--- src/rtl/imem_loader_pkg.sv ---
`default_nettype none
// ============================================================================
// Module : imem_loader_pkg
// Brief  : Shared types and constants for the instruction-memory loader.
// Rev    : 1.0  initial release
// ============================================================================
package imem_loader_pkg;

    typedef logic [7:0] byte_t;

    localparam byte_t SYNC_BYTE = 8'hA5;

    typedef enum logic [2:0] {
        ST_IDLE  = 3'd0,
        ST_ADDR  = 3'd1,
        ST_COUNT = 3'd2,
        ST_DATA  = 3'd3,
        ST_CKSUM = 3'd4,
        ST_DONE  = 3'd5,
        ST_ERROR = 3'd6
    } state_t;

endpackage
`default_nettype wire

--- src/rtl/imem_loader_if.sv ---
`default_nettype none
// ============================================================================
// Module : imem_loader_if
// Brief  : Byte-stream input, imem write port and status of the loader.
// Rev    : 1.0  initial release
// ============================================================================
interface imem_loader_if #(
    parameter int N  = 32,
    parameter int AW = 8
);
    import imem_loader_pkg::*;

    logic          s_valid;
    byte_t         s_data;
    logic          s_ready;
    logic          mem_we;
    logic [AW-1:0] mem_waddr;
    logic [N-1:0]  mem_wdata;
    logic          busy;
    logic          done;
    logic          err;
    logic          core_rst_n;

    modport master (
        output s_valid, s_data,
        input  s_ready, mem_we, mem_waddr, mem_wdata, busy, done, err, core_rst_n
    );

    modport slave (
        input  s_valid, s_data,
        output s_ready, mem_we, mem_waddr, mem_wdata, busy, done, err, core_rst_n
    );

endinterface
`default_nettype wire

--- src/rtl/imem_word_packer.sv ---
`default_nettype none
// ============================================================================
// Module : imem_word_packer
// Brief  : Packs little-endian bytes into N-bit words; one-cycle word_valid.
// Rev    : 1.0  initial release
// ============================================================================
module imem_word_packer
    import imem_loader_pkg::*;
#(
    parameter int N = 32
) (
    input  logic         clk,
    input  logic         reset_n,
    input  logic         clear_i,
    input  logic         byte_valid_i,
    input  byte_t        byte_i,
    output logic         word_last_o,
    output logic         word_valid_o,
    output logic [N-1:0] word_o
);

    localparam int BPW = N / 8;
    localparam int IW  = (BPW > 1) ? $clog2(BPW) : 1;

    logic [IW-1:0] idx_q, idx_d;
    logic [N-1:0]  sr_q, sr_d;
    logic [N-1:0]  word_q, word_d;
    logic          valid_q, valid_d;
    logic [N-1:0]  w_shift;

    // New byte enters at the top so the first byte ends up in bits [7:0].
    assign w_shift     = N'({byte_i, sr_q} >> 8);
    assign word_last_o = byte_valid_i && (idx_q == IW'(BPW - 1));

    always_comb begin
        idx_d   = idx_q;
        sr_d    = sr_q;
        word_d  = word_q;
        valid_d = 1'b0;
        if (clear_i) begin
            idx_d = '0;
            sr_d  = '0;
        end else if (byte_valid_i) begin
            sr_d = w_shift;
            if (word_last_o) begin
                idx_d   = '0;
                word_d  = w_shift;
                valid_d = 1'b1;
            end else begin
                idx_d = idx_q + IW'(1);
            end
        end
    end

    always_ff @(posedge clk or negedge reset_n) begin
        if (!reset_n) begin
            idx_q   <= '0;
            sr_q    <= '0;
            word_q  <= '0;
            valid_q <= 1'b0;
        end else begin
            idx_q   <= idx_d;
            sr_q    <= sr_d;
            word_q  <= word_d;
            valid_q <= valid_d;
        end
    end

    assign word_valid_o = valid_q;
    assign word_o       = word_q;

endmodule
`default_nettype wire

--- src/rtl/imem_loader.sv ---
`default_nettype none
// ============================================================================
// Module : imem_loader
// Brief  : Framed byte stream to imem writer; holds the core in reset until done.
// Config : IMEM_LOADER_CKSUM_EN adds a trailing XOR checksum byte and ERROR state.
// Rev    : 1.0  initial release
// ============================================================================
module imem_loader
    import imem_loader_pkg::*;
#(
    parameter int N  = 32,
    parameter int AW = 8
) (
    input  logic         clk,
    input  logic         reset_n,
    imem_loader_if.slave bus
);

    localparam int WCW = ((AW > 8) ? AW : 8) + 1;

    state_t         state_q, state_d;
    logic [AW-1:0]  addr_q, addr_d;
    logic [AW-1:0]  waddr_q, waddr_d;
    logic [WCW-1:0] words_q, words_d;
    logic           ready_q;

    logic           w_accept;
    logic           w_sync;
    logic           w_frame_start;
    logic           w_data_byte;
    logic           w_word_last;
    logic           w_word_valid;
    logic [N-1:0]   w_word;

    assign w_accept    = bus.s_valid && ready_q;
    assign w_sync      = w_accept && (bus.s_data == SYNC_BYTE);
    assign w_data_byte = w_accept && (state_q == ST_DATA);

    imem_word_packer #(.N(N)) u_packer (
        .clk          (clk),
        .reset_n      (reset_n),
        .clear_i      (w_frame_start),
        .byte_valid_i (w_data_byte),
        .byte_i       (bus.s_data),
        .word_last_o  (w_word_last),
        .word_valid_o (w_word_valid),
        .word_o       (w_word)
    );

`ifdef IMEM_LOADER_CKSUM_EN
    byte_t csum_q, csum_d;
    logic  w_cksum_ok;

    always_comb begin
        csum_d = csum_q;
        if (w_accept) begin
            case (state_q)
                ST_ADDR:          csum_d = bus.s_data;
                ST_COUNT, ST_DATA: csum_d = csum_q ^ bus.s_data;
                default:          csum_d = csum_q;
            endcase
        end
    end

    always_ff @(posedge clk or negedge reset_n) begin
        if (!reset_n) begin
            csum_q <= '0;
        end else begin
            csum_q <= csum_d;
        end
    end

    assign w_cksum_ok = (bus.s_data == csum_q);
`endif

    always_comb begin
        state_d       = state_q;
        addr_d        = addr_q;
        waddr_d       = waddr_q;
        words_d       = words_q;
        w_frame_start = 1'b0;
        case (state_q)
            ST_IDLE, ST_DONE, ST_ERROR: begin
                if (w_sync) begin
                    state_d       = ST_ADDR;
                    w_frame_start = 1'b1;
                end
            end
            ST_ADDR: begin
                if (w_accept) begin
                    addr_d  = AW'(bus.s_data);
                    state_d = ST_COUNT;
                end
            end
            ST_COUNT: begin
                if (w_accept) begin
                    // A zero count means a full memory image.
                    words_d = (bus.s_data == 8'h00) ? (WCW'(1) << AW) : WCW'(bus.s_data);
                    state_d = ST_DATA;
                end
            end
            ST_DATA: begin
                if (w_word_last) begin
                    waddr_d = addr_q;
                    addr_d  = addr_q + AW'(1);
                    words_d = words_q - WCW'(1);
                    if (words_q == WCW'(1)) begin
`ifdef IMEM_LOADER_CKSUM_EN
                        state_d = ST_CKSUM;
`else
                        state_d = ST_DONE;
`endif
                    end
                end
            end
`ifdef IMEM_LOADER_CKSUM_EN
            ST_CKSUM: begin
                if (w_accept) begin
                    state_d = w_cksum_ok ? ST_DONE : ST_ERROR;
                end
            end
`endif
            default: state_d = ST_IDLE;
        endcase
    end

    always_ff @(posedge clk or negedge reset_n) begin
        if (!reset_n) begin
            state_q <= ST_IDLE;
            addr_q  <= '0;
            waddr_q <= '0;
            words_q <= '0;
            ready_q <= 1'b0;
        end else begin
            state_q <= state_d;
            addr_q  <= addr_d;
            waddr_q <= waddr_d;
            words_q <= words_d;
            ready_q <= 1'b1;
        end
    end

    assign bus.s_ready    = ready_q;
    assign bus.mem_we     = w_word_valid;
    assign bus.mem_waddr  = waddr_q;
    assign bus.mem_wdata  = w_word;
    assign bus.busy       = (state_q == ST_ADDR) || (state_q == ST_COUNT) ||
                            (state_q == ST_DATA) || (state_q == ST_CKSUM);
    assign bus.done       = (state_q == ST_DONE);
    assign bus.core_rst_n = (state_q == ST_DONE);
`ifdef IMEM_LOADER_CKSUM_EN
    assign bus.err        = (state_q == ST_ERROR);
`else
    assign bus.err        = 1'b0;
`endif

endmodule
`default_nettype wire

--- src/flat_wrapper.sv ---
// flat-port wrapper written by rule: the top's interface ports become plain ports
module imem_loader_flat import imem_loader_pkg::*;
#(
    parameter int N  = 32,
    parameter int AW = 8
)
  (clk, reset_n, bus_s_valid, bus_s_data, bus_s_ready, bus_mem_we, bus_mem_waddr, bus_mem_wdata, bus_busy, bus_done, bus_err, bus_core_rst_n);
  imem_loader_if #(.N(N), .AW(AW)) bus_i ();
  input  logic clk;
  input  logic reset_n;
  input wire logic [$bits(bus_i.s_valid)-1:0] bus_s_valid;
  input wire logic [$bits(bus_i.s_data)-1:0] bus_s_data;
  output wire logic [$bits(bus_i.s_ready)-1:0] bus_s_ready;
  output wire logic [$bits(bus_i.mem_we)-1:0] bus_mem_we;
  output wire logic [$bits(bus_i.mem_waddr)-1:0] bus_mem_waddr;
  output wire logic [$bits(bus_i.mem_wdata)-1:0] bus_mem_wdata;
  output wire logic [$bits(bus_i.busy)-1:0] bus_busy;
  output wire logic [$bits(bus_i.done)-1:0] bus_done;
  output wire logic [$bits(bus_i.err)-1:0] bus_err;
  output wire logic [$bits(bus_i.core_rst_n)-1:0] bus_core_rst_n;
  assign bus_i.s_valid = bus_s_valid;
  assign bus_i.s_data = bus_s_data;
  assign bus_s_ready = bus_i.s_ready;
  assign bus_mem_we = bus_i.mem_we;
  assign bus_mem_waddr = bus_i.mem_waddr;
  assign bus_mem_wdata = bus_i.mem_wdata;
  assign bus_busy = bus_i.busy;
  assign bus_done = bus_i.done;
  assign bus_err = bus_i.err;
  assign bus_core_rst_n = bus_i.core_rst_n;
  imem_loader #(.N(N), .AW(AW)) u_core (.clk(clk), .reset_n(reset_n), .bus(bus_i));
endmodule
--- config.mk ---
export PLATFORM = sky130hd
export DESIGN_NAME = imem_loader_flat
export DESIGN_NICKNAME = d
export VERILOG_FILES = /design/src/rtl/imem_loader_pkg.sv /design/src/rtl/imem_loader_if.sv /design/src/rtl/imem_word_packer.sv /design/src/rtl/imem_loader.sv /design/src/flat_wrapper.sv
export SDC_FILE = /design/constraint.sdc
export NUM_CORES = 1
export LEC_CHECK = 0
export CORE_MARGIN = 3
export CORE_UTILIZATION = 40
export DETAILED_ROUTE_END_ITERATION = 16
export GPL_TIMING_DRIVEN = 0
export PLACE_DENSITY_LB_ADDON = 0.08
export SYNTH_ARGS = -nofsm -noshare
export SYNTH_HDL_FRONTEND = slang
export SYNTH_SLANG_ARGS = --single-unit
--- constraint.sdc ---
create_clock -name clk -period 4.24 [get_ports clk]
set_clock_uncertainty 0.2 [all_clocks]
set_input_delay 0.848 -clock clk [delete_from_list [all_inputs] [get_ports clk]]
set_output_delay 0.848 -clock clk [all_outputs]
set_load 0.02 [all_outputs]
==> results of run 1 <==
metrics by stage:
stage	instance area [um2]	worst slack, ns	utilization [%]
2_1_floorplan	3847	1.941	-
3_5_place_dp	4584	1.205	49.38
3_3_place_gp	4559	-1.222	49.11
5_1_grt	4773	1.024	51.42
6_report	4773	1.162	51.42
4_1_cts	4773	1.139	51.42
worst reg2reg max path: cells and delay by family (launching register included):
| kind | cells | cell delay (ns) |
|---|---|---|
| adders and majority gates | 1 | 0.29 |
| and+or+nand+nor | 2 | 0.70 |
| muxes | 1 | 0.38 |
| DFF | 1 | 0.39 |
layout make-up:
class	count	area (um2)	area share, %
inverter	6	22.52	0.4718
clock inverter	6	51.30	1.075
tap	129	161.4	3.381
buffer	20	133.9	2.805
sequential	88	2202	46.13
multi-input combinational	196	1489	31.19
clock buffer	10	137.6	2.883
timing repair buffer	56	575.6	12.06
cell usage after synthesis, types with 2 or more instances:
| cell type | number |
|---|---|
| sky130_fd_sc_hd__a21oi_1 | 12 |
| sky130_fd_sc_hd__a22o_1 | 27 |
| sky130_fd_sc_hd__a2bb2oi_1 | 4 |
| sky130_fd_sc_hd__a31oi_1 | 2 |
| sky130_fd_sc_hd__and3_1 | 2 |
| sky130_fd_sc_hd__buf_2 | 5 |
| sky130_fd_sc_hd__buf_4 | 2 |
| sky130_fd_sc_hd__buf_6 | 6 |
| sky130_fd_sc_hd__clkbuf_1 | 7 |
| sky130_fd_sc_hd__conb_1 | 2 |
| sky130_fd_sc_hd__dfrtp_1 | 88 |
| sky130_fd_sc_hd__ha_1 | 4 |
| sky130_fd_sc_hd__inv_1 | 6 |
| sky130_fd_sc_hd__mux2_1 | 41 |
| sky130_fd_sc_hd__nand2_1 | 14 |
| sky130_fd_sc_hd__nand2b_1 | 2 |
| sky130_fd_sc_hd__nand3_1 | 9 |
| sky130_fd_sc_hd__nand4_1 | 3 |
| sky130_fd_sc_hd__nor2_1 | 15 |
| sky130_fd_sc_hd__nor3_1 | 5 |
| sky130_fd_sc_hd__o21ai_0 | 11 |
| sky130_fd_sc_hd__o21ai_1 | 7 |
| sky130_fd_sc_hd__o22ai_1 | 6 |
| sky130_fd_sc_hd__o311ai_1 | 2 |
| sky130_fd_sc_hd__or4_1 | 2 |
| sky130_fd_sc_hd__xnor2_1 | 2 |
metal layers:
layer  share of wire, %  vias to the layer above  global-route usage, %  routed length (um)
li1                   -                     1276                      -                   -
met5                  0                        -                      0                   0
met3                4.8                        7                  4.966                 412
met1                 50                     1363                  24.43                4329
met4                1.0                        0                  3.704                  89
met2                 44                       65                  23.77                3757
logic make-up (layout without fill, tap and decap cells):
| kind of cell | Yosys count | after routing | share of synthesized area, % |
|---|---|---|---|
| compound gates | 79 | 79 | 14.76 |
| xor+xnor | 3 | 3 | 0.6831 |
| fa+ha+maj | 4 | 4 | 1.301 |
| buf+inv | 26 | 98 | 4.065 |
| flops | 88 | 88 | 57.24 |
| mux | 42 | 42 | 12.26 |
| other cells | 2 | 2 | 0.1952 |
| simple gates | 66 | 66 | 9.496 |
flip-flops by register name, summed over array words and instances, names as in the netlist:
signal	count
u_core.u_packer.word_valid_o	1
u_core.words_q	9
u_core.u_packer.word_o	32
u_core.addr_q	8
u_core.u_packer.sr_q	24
u_core.state_q	3
u_core.bus.s_ready	1
u_core.u_packer.idx_q	2
u_core.bus.mem_waddr	8
path summary, 6_finish.rpt:
path / startpoint / end / slack, ns / cells past startpoint
worst max-delay path: u_core.state_q[2] / bus_done / 1.16 / 4
worst min-delay path: reset_n / u_core.bus.mem_waddr[7] / 0.17 / 1
worst max register to register: u_core.u_packer.idx_q[0] / u_core.words_q[1] / 2.15 / 4
worst min register to register: u_core.bus.mem_waddr[6] / u_core.bus.mem_waddr[6] / 0.29 / 1
max in group asynchronous: reset_n / u_core.u_packer.word_o[29] / 3.04 / 2
min in group clk: u_core.bus.mem_waddr[6] / u_core.bus.mem_waddr[6] / 0.29 / 1
cell usage in the layout (no fill, tap or decap), drive strengths merged, types with 2 or more instances in the layout:
cell,count
a21oi,12
a22o,27
a2bb2oi,4
a31oi,2
and3,2
buf,15
clkbuf,17
clkdlybuf4s50,54
clkinvlp,3
conb,2
dfrtp,88
ha,4
inv,8
mux2,41
nand2,15
nand2b,2
nand3,9
nand3b,2
nand4,3
nor2,17
nor3,5
nor4b,2
o211ai,2
o21ai,18
o22ai,6
o311ai,2
or4,3
xnor2,2
power by group through the flow:
stage          registers, mW  clock network, mW  logic, mW
2_1_floorplan           1.60                  0      0.662
3_3_place_gp            1.45                  0       1.37
3_5_place_dp            1.45                  0       1.40
4_1_cts                 1.44              0.578       1.40
5_1_grt                 1.49              0.613       1.51
6_report                1.44              0.556       1.39
==> results.yml, run 1 <==
status:
  status: "finished, final reports clean"
sta:
  final_min_period_over_clock_period_pct: 72.60
  grt_setup_unrepaired: "no"
  finalSetupTns_ns: 0
  worst_slew_pin_slew_ns: 0.6360
  timing.final.crit_period_ns: 3.078
  fmax_mhz: 324.9
  final_max_slew_viol_count: 0
  hold_slack_ns: 0.1745
  timing_hold_violations_final: 0
  final-setup-viol-count: 0
  slew_headroom_pct: 57.49
yosys:
  ys_seq_area_share_pct: 57.24
  synthesized_net_count: 325
  synth_enable_flop_cells: 0
  netlist.area_leader.share_pct: 57.24
  synth_area_leader: "sky130_fd_sc_hd__dfrtp_1"
  number_of_warnings_issued_by_yosys: 0
  synth_seq_cells: 88
  yosys_most_used_dff: "sky130_fd_sc_hd__dfrtp_1"
  dominant_cells_by_area_after_synthesis: "sky130_fd_sc_hd__dfrtp_1, sky130_fd_sc_hd__mux2_1, sky130_fd_sc_hd__a22o_1"
  synthesis.area_per_instance_um2: 12.41
  synth_cell_types: 50
  synthCells: 310
  mapped_area_mm2: 0.003847
  synthArstFlopShare_pct: 100.0
clock_tree:
  clock_tree.buffer_depth: 2
  clkTransAtPathRegs_ns: 0.10
  clock_sinks: 88
  cts_resized: 0
  clock_tree.htree_level_count: 3
  cts_inserted_buffers: 9
  clk-insertion-delay-late_ns: 0.36
  tritoncts: "built"
  clock_tree.root_cell: "sky130_fd_sc_hd__clkbuf_8"
  postCtsSetupRepairBufs: 0
  cts_hold_buf: 0
routing:
  postRouteAntennaNets: 0
  routed_via_density: 5.305
  wl_um: 8588
  post_detailed_route_wirelength_per_cell_um: 16.81
  vias: 2711
  detailedRoute.firstIterationViolations: 101
  detail_route.first_pass.iterations: 6
  drc: 0
placement:
  finalWeightedCongestion: 0.8461
  numPlacedInstances: 495
  port-buffer-count: 55
  dp_hpwl_um: 6000
worst_hold_path:
  hp-class: "in -> async"
floorplan:
  chipWidth_um: 104.1
  fp.dieArea_mm2: 0.01083
  io_pins: 57
  starting_density_of_the_core_pct: 41.44
  die_h_um: 104.1
  rows: 35
  coreArea_mm2: 0.009284
grt:
  globalRouteTotalUtil_pct: 16.47
  grt_pass1_vias: 2652
  maximum_number_of_pins_on_one_net_before_global_route_repair: 68
  grt_first_pass_wirelength_um: 14140
  number_of_antenna_violations_at_the_first_check_in_global_routing: 0
  globalRoute.totalOverflow: 0
setup_path:
  timing.critical_path.fanout_max: 10
  timing.setup.critical_path_class: "reg -> out"
  crit_path_max_incr_delay_ns: 0.58
  critical_path.top_delay_family: "buffers and inverters"
  cp.required_ns: 3.19
  critPathArrivalTime_ns: 2.03
  path_cells: "clkbuf_1 -> and3_1 -> buf_4 -> clkdlybuf4s50_1"
  worstSetupStartpointType: "flip-flop"
  timing.critical_path.to_type: "output pin"
  crit_path_top_delay_cell: "sky130_fd_sc_hd__clkdlybuf4s50_1"
  worst_path_buffer_plus_inverter_count: 3
final_layout:
  syn2layout_area_growth_pct: 24.07
  final.fill_count: 856
  drive_above_1_share_pct: 10.21
  layout.cells.non_filler: 511
  antenna_cells: 0
  finish.net_count: 392
pwr:
  power_leakage_nw: 2.117
  netSwitchingFraction_pct: 37.77
  p_total_mw: 3.380
  share_seq_of_total_power_pct: 42.5
  power.share.combinational_pct: 41.1
  ir_worst_vdd_mv: 0.3583
  cellPowerDensity_mw_per_mm2: 708.2
  p_clk_share_pct: 16.4
  netSwitchingPower_mw: 1.277
  power_report.internal_total_mw: 2.104
job:
  drv_cap: 0
Note: power is estimated with default switching activity, not from simulation.
==> inputs of run 2 (changes only) <==
==> constraint.sdc (replaced) <==
create_clock -name clk -period 2.9 [get_ports clk]
set_clock_uncertainty 0.2 [all_clocks]
set_input_delay 0.58 -clock clk [delete_from_list [all_inputs] [get_ports clk]]
set_output_delay 0.58 -clock clk [all_outputs]
set_load 0.02 [all_outputs]
==> run 2 against run 1 <==
Clock-buffer cell count unchanged. Final cell count grew 0.20%. Critical path depth is 1 higher. Flip-flop and latch count unchanged. Setup slack worse by 0.99 ns. Clock power rose by 46%. Total power is 46% higher. Routed wire length decreased by 0.24%. Critical path type unchanged. Critical endpoint unchanged. Highest routed layer unchanged.
==> results.yml, run 2 (same netlist as run 1, synthesis figures left out) <==
sta:
  final-setup-viol-count: 0
  timing_hold_violations_final: 0
  grt_setup_unrepaired: "no"
  final_max_slew_viol_count: 0
  slew_headroom_pct: 57.82
  timing.final.crit_period_ns: 2.724
  fmax_mhz: 367.1
  worst_slew_pin_slew_ns: 0.6311
  final_min_period_over_clock_period_pct: 93.93
final_layout:
  final_core_util_pct: 51.54
  largest_register_ff_count: 32
  antenna_cells: 0
  mostFrequentLayoutCell: "sky130_fd_sc_hd__dfrtp_1"
  syn2layout_area_growth_pct: 24.36
  drive_above_1_share_pct: 10.44
  layout_common_cells: "sky130_fd_sc_hd__dfrtp_1, sky130_fd_sc_hd__clkdlybuf4s50_1, sky130_fd_sc_hd__mux2_1"
  layout.cells.non_filler: 512
  finish.net_count: 393
routing:
  vias: 2710
  detail_route.first_pass.iterations: 6
  postRouteAntennaNets: 0
  routed_via_density: 5.293
  detailedRoute.firstIterationViolations: 105
  post_detailed_route_wirelength_per_cell_um: 16.73
  wl_um: 8567
  drc: 0
placement:
  numPlacedInstances: 495
  port-buffer-count: 55
  finalWeightedCongestion: 0.8461
  dp_hpwl_um: 6000
floorplan:
  coreArea_mm2: 0.009284
  rows: 35
  io_pins: 57
  fp.dieArea_mm2: 0.01083
  starting_density_of_the_core_pct: 41.44
  chipWidth_um: 104.1
  die_h_um: 104.1
setup_path:
  regToRegSetupSlack_ns: 0.82
  setup.worst_path.start: "u_core.state_q[1]"
  critical_path.top_delay_family: "buffers and inverters"
  timing.setup.critical_path_class: "reg -> out"
  endpoint: "bus_done"
  timing.critical_path.to_type: "output pin"
  worst_case_reg_to_reg_path_depth: 4
  crit_path_max_incr_delay_ns: 0.58
  cp.required_ns: 2.12
  r2r-start: "u_core.u_packer.idx_q[0]"
  critPathArrivalTime_ns: 1.94
  worstSetupStartpointType: "flip-flop"
  r2r-end: "u_core.words_q[1]"
  worst_path_buffer_plus_inverter_count: 4
  crit_path_top_delay_cell: "sky130_fd_sc_hd__clkdlybuf4s50_1"
  path_cells: "buf_2 -> inv_1 -> and3_1 -> buf_4 -> clkdlybuf4s50_1"
  path_depth: 5
  timing.critical_path.fanout_max: 9
grt:
  globalRouteTotalUtil_pct: 16.49
  globalRoute.totalOverflow: 0
  maximum_number_of_pins_on_one_net_before_global_route_repair: 68
  grt_pass1_vias: 2660
  grt_first_pass_wirelength_um: 14170
  number_of_antenna_violations_at_the_first_check_in_global_routing: 0
pwr:
  ir_worst_vdd_mv: 0.5237
  cellPowerDensity_mw_per_mm2: 1033
  power_leakage_nw: 2.125
  p_total_mw: 4.942
clock_tree:
  postCtsSetupRepairBufs: 0
  clock_tree.htree_level_count: 3
  clock_tree.root_cell: "sky130_fd_sc_hd__clkbuf_8"
  cts_inserted_buffers: 9
  clock_tree.buffer_depth: 2
  tritoncts: "built"
  clk-insertion-delay-late_ns: 0.36
  clkTransAtPathRegs_ns: 0.10
  clock_sinks: 88
job:
  drv_cap: 0
status:
  status: "finished, final reports clean"
worst_hold_path:
  hp-class: "reg -> reg"
==> run 2: cell types whose count changed in the layout (fill, tap and decap cells not counted), sizes merged <==
cell         previous run  this run
dlygate4sd3             0         1
==> run 2: cell type report <==
class	count	area, um2
fill	855	4499
sequential	88	2202
multi-input combinational	196	1489
timing repair buffer	57	585.6
tap	129	161.4
clock buffer	10	137.6
buffer	20	135.1
clock inverter	6	51.30
inverter	6	22.52
==> run 2: per-stage QoR <==
step	TNS [ns]	hold slack [ns]	setup slack [ns]	cell area [um2]
floorplan	0	0.08441	0.8689	3847
global placement	-201.22	0.2724	-2.294	4559
detailed placement	0	0.2752	0.1332	4584
CTS	0	0.3022	0.06719	4783
global route	0	0.3131	0.09390	4785
finish	0	0.2943	0.1759	4785
==> run 2: what timing repair did <==
item                                    4_1_cts  5_1_grt
hold buffers                                  1        0
endpoints found under the setup margin        0        1
resized for setup                             0        2
hold endpoints to repair                     21        0
==> run 2: report_power, final <==
part | internal, mW | switching [mW]
Clock | 0.345 | 0.467
Sequential | 1.74 | 0.357
Combinational | 0.989 | 1.04
Total | 3.08 | 1.87
==> run 2: worst min-delay path by stage <==
stage,start,endpoint,slack (ns),cells after the start
floorplan,reset_n,u_core.addr_q[0],0.08,0
global route,u_core.u_packer.word_o[3],u_core.u_packer.word_o[3],0.31,1
CTS,u_core.u_packer.sr_q[13],u_core.u_packer.word_o[5],0.30,1
global placement,u_core.bus.mem_waddr[3],u_core.bus.mem_waddr[3],0.27,1
finish,u_core.bus.mem_waddr[6],u_core.bus.mem_waddr[6],0.29,1
detailed placement,u_core.u_packer.sr_q[13],u_core.u_packer.word_o[5],0.28,1
==> run 2: per-layer routing <==
metal	routed length, um	vias to the layer above	global-route usage, %
met4	82	0	3.704
li1	-	1278	-
met5	0	-	0
met1	4294	1359	24.47
met2	3774	66	23.86
met3	416	7	4.904
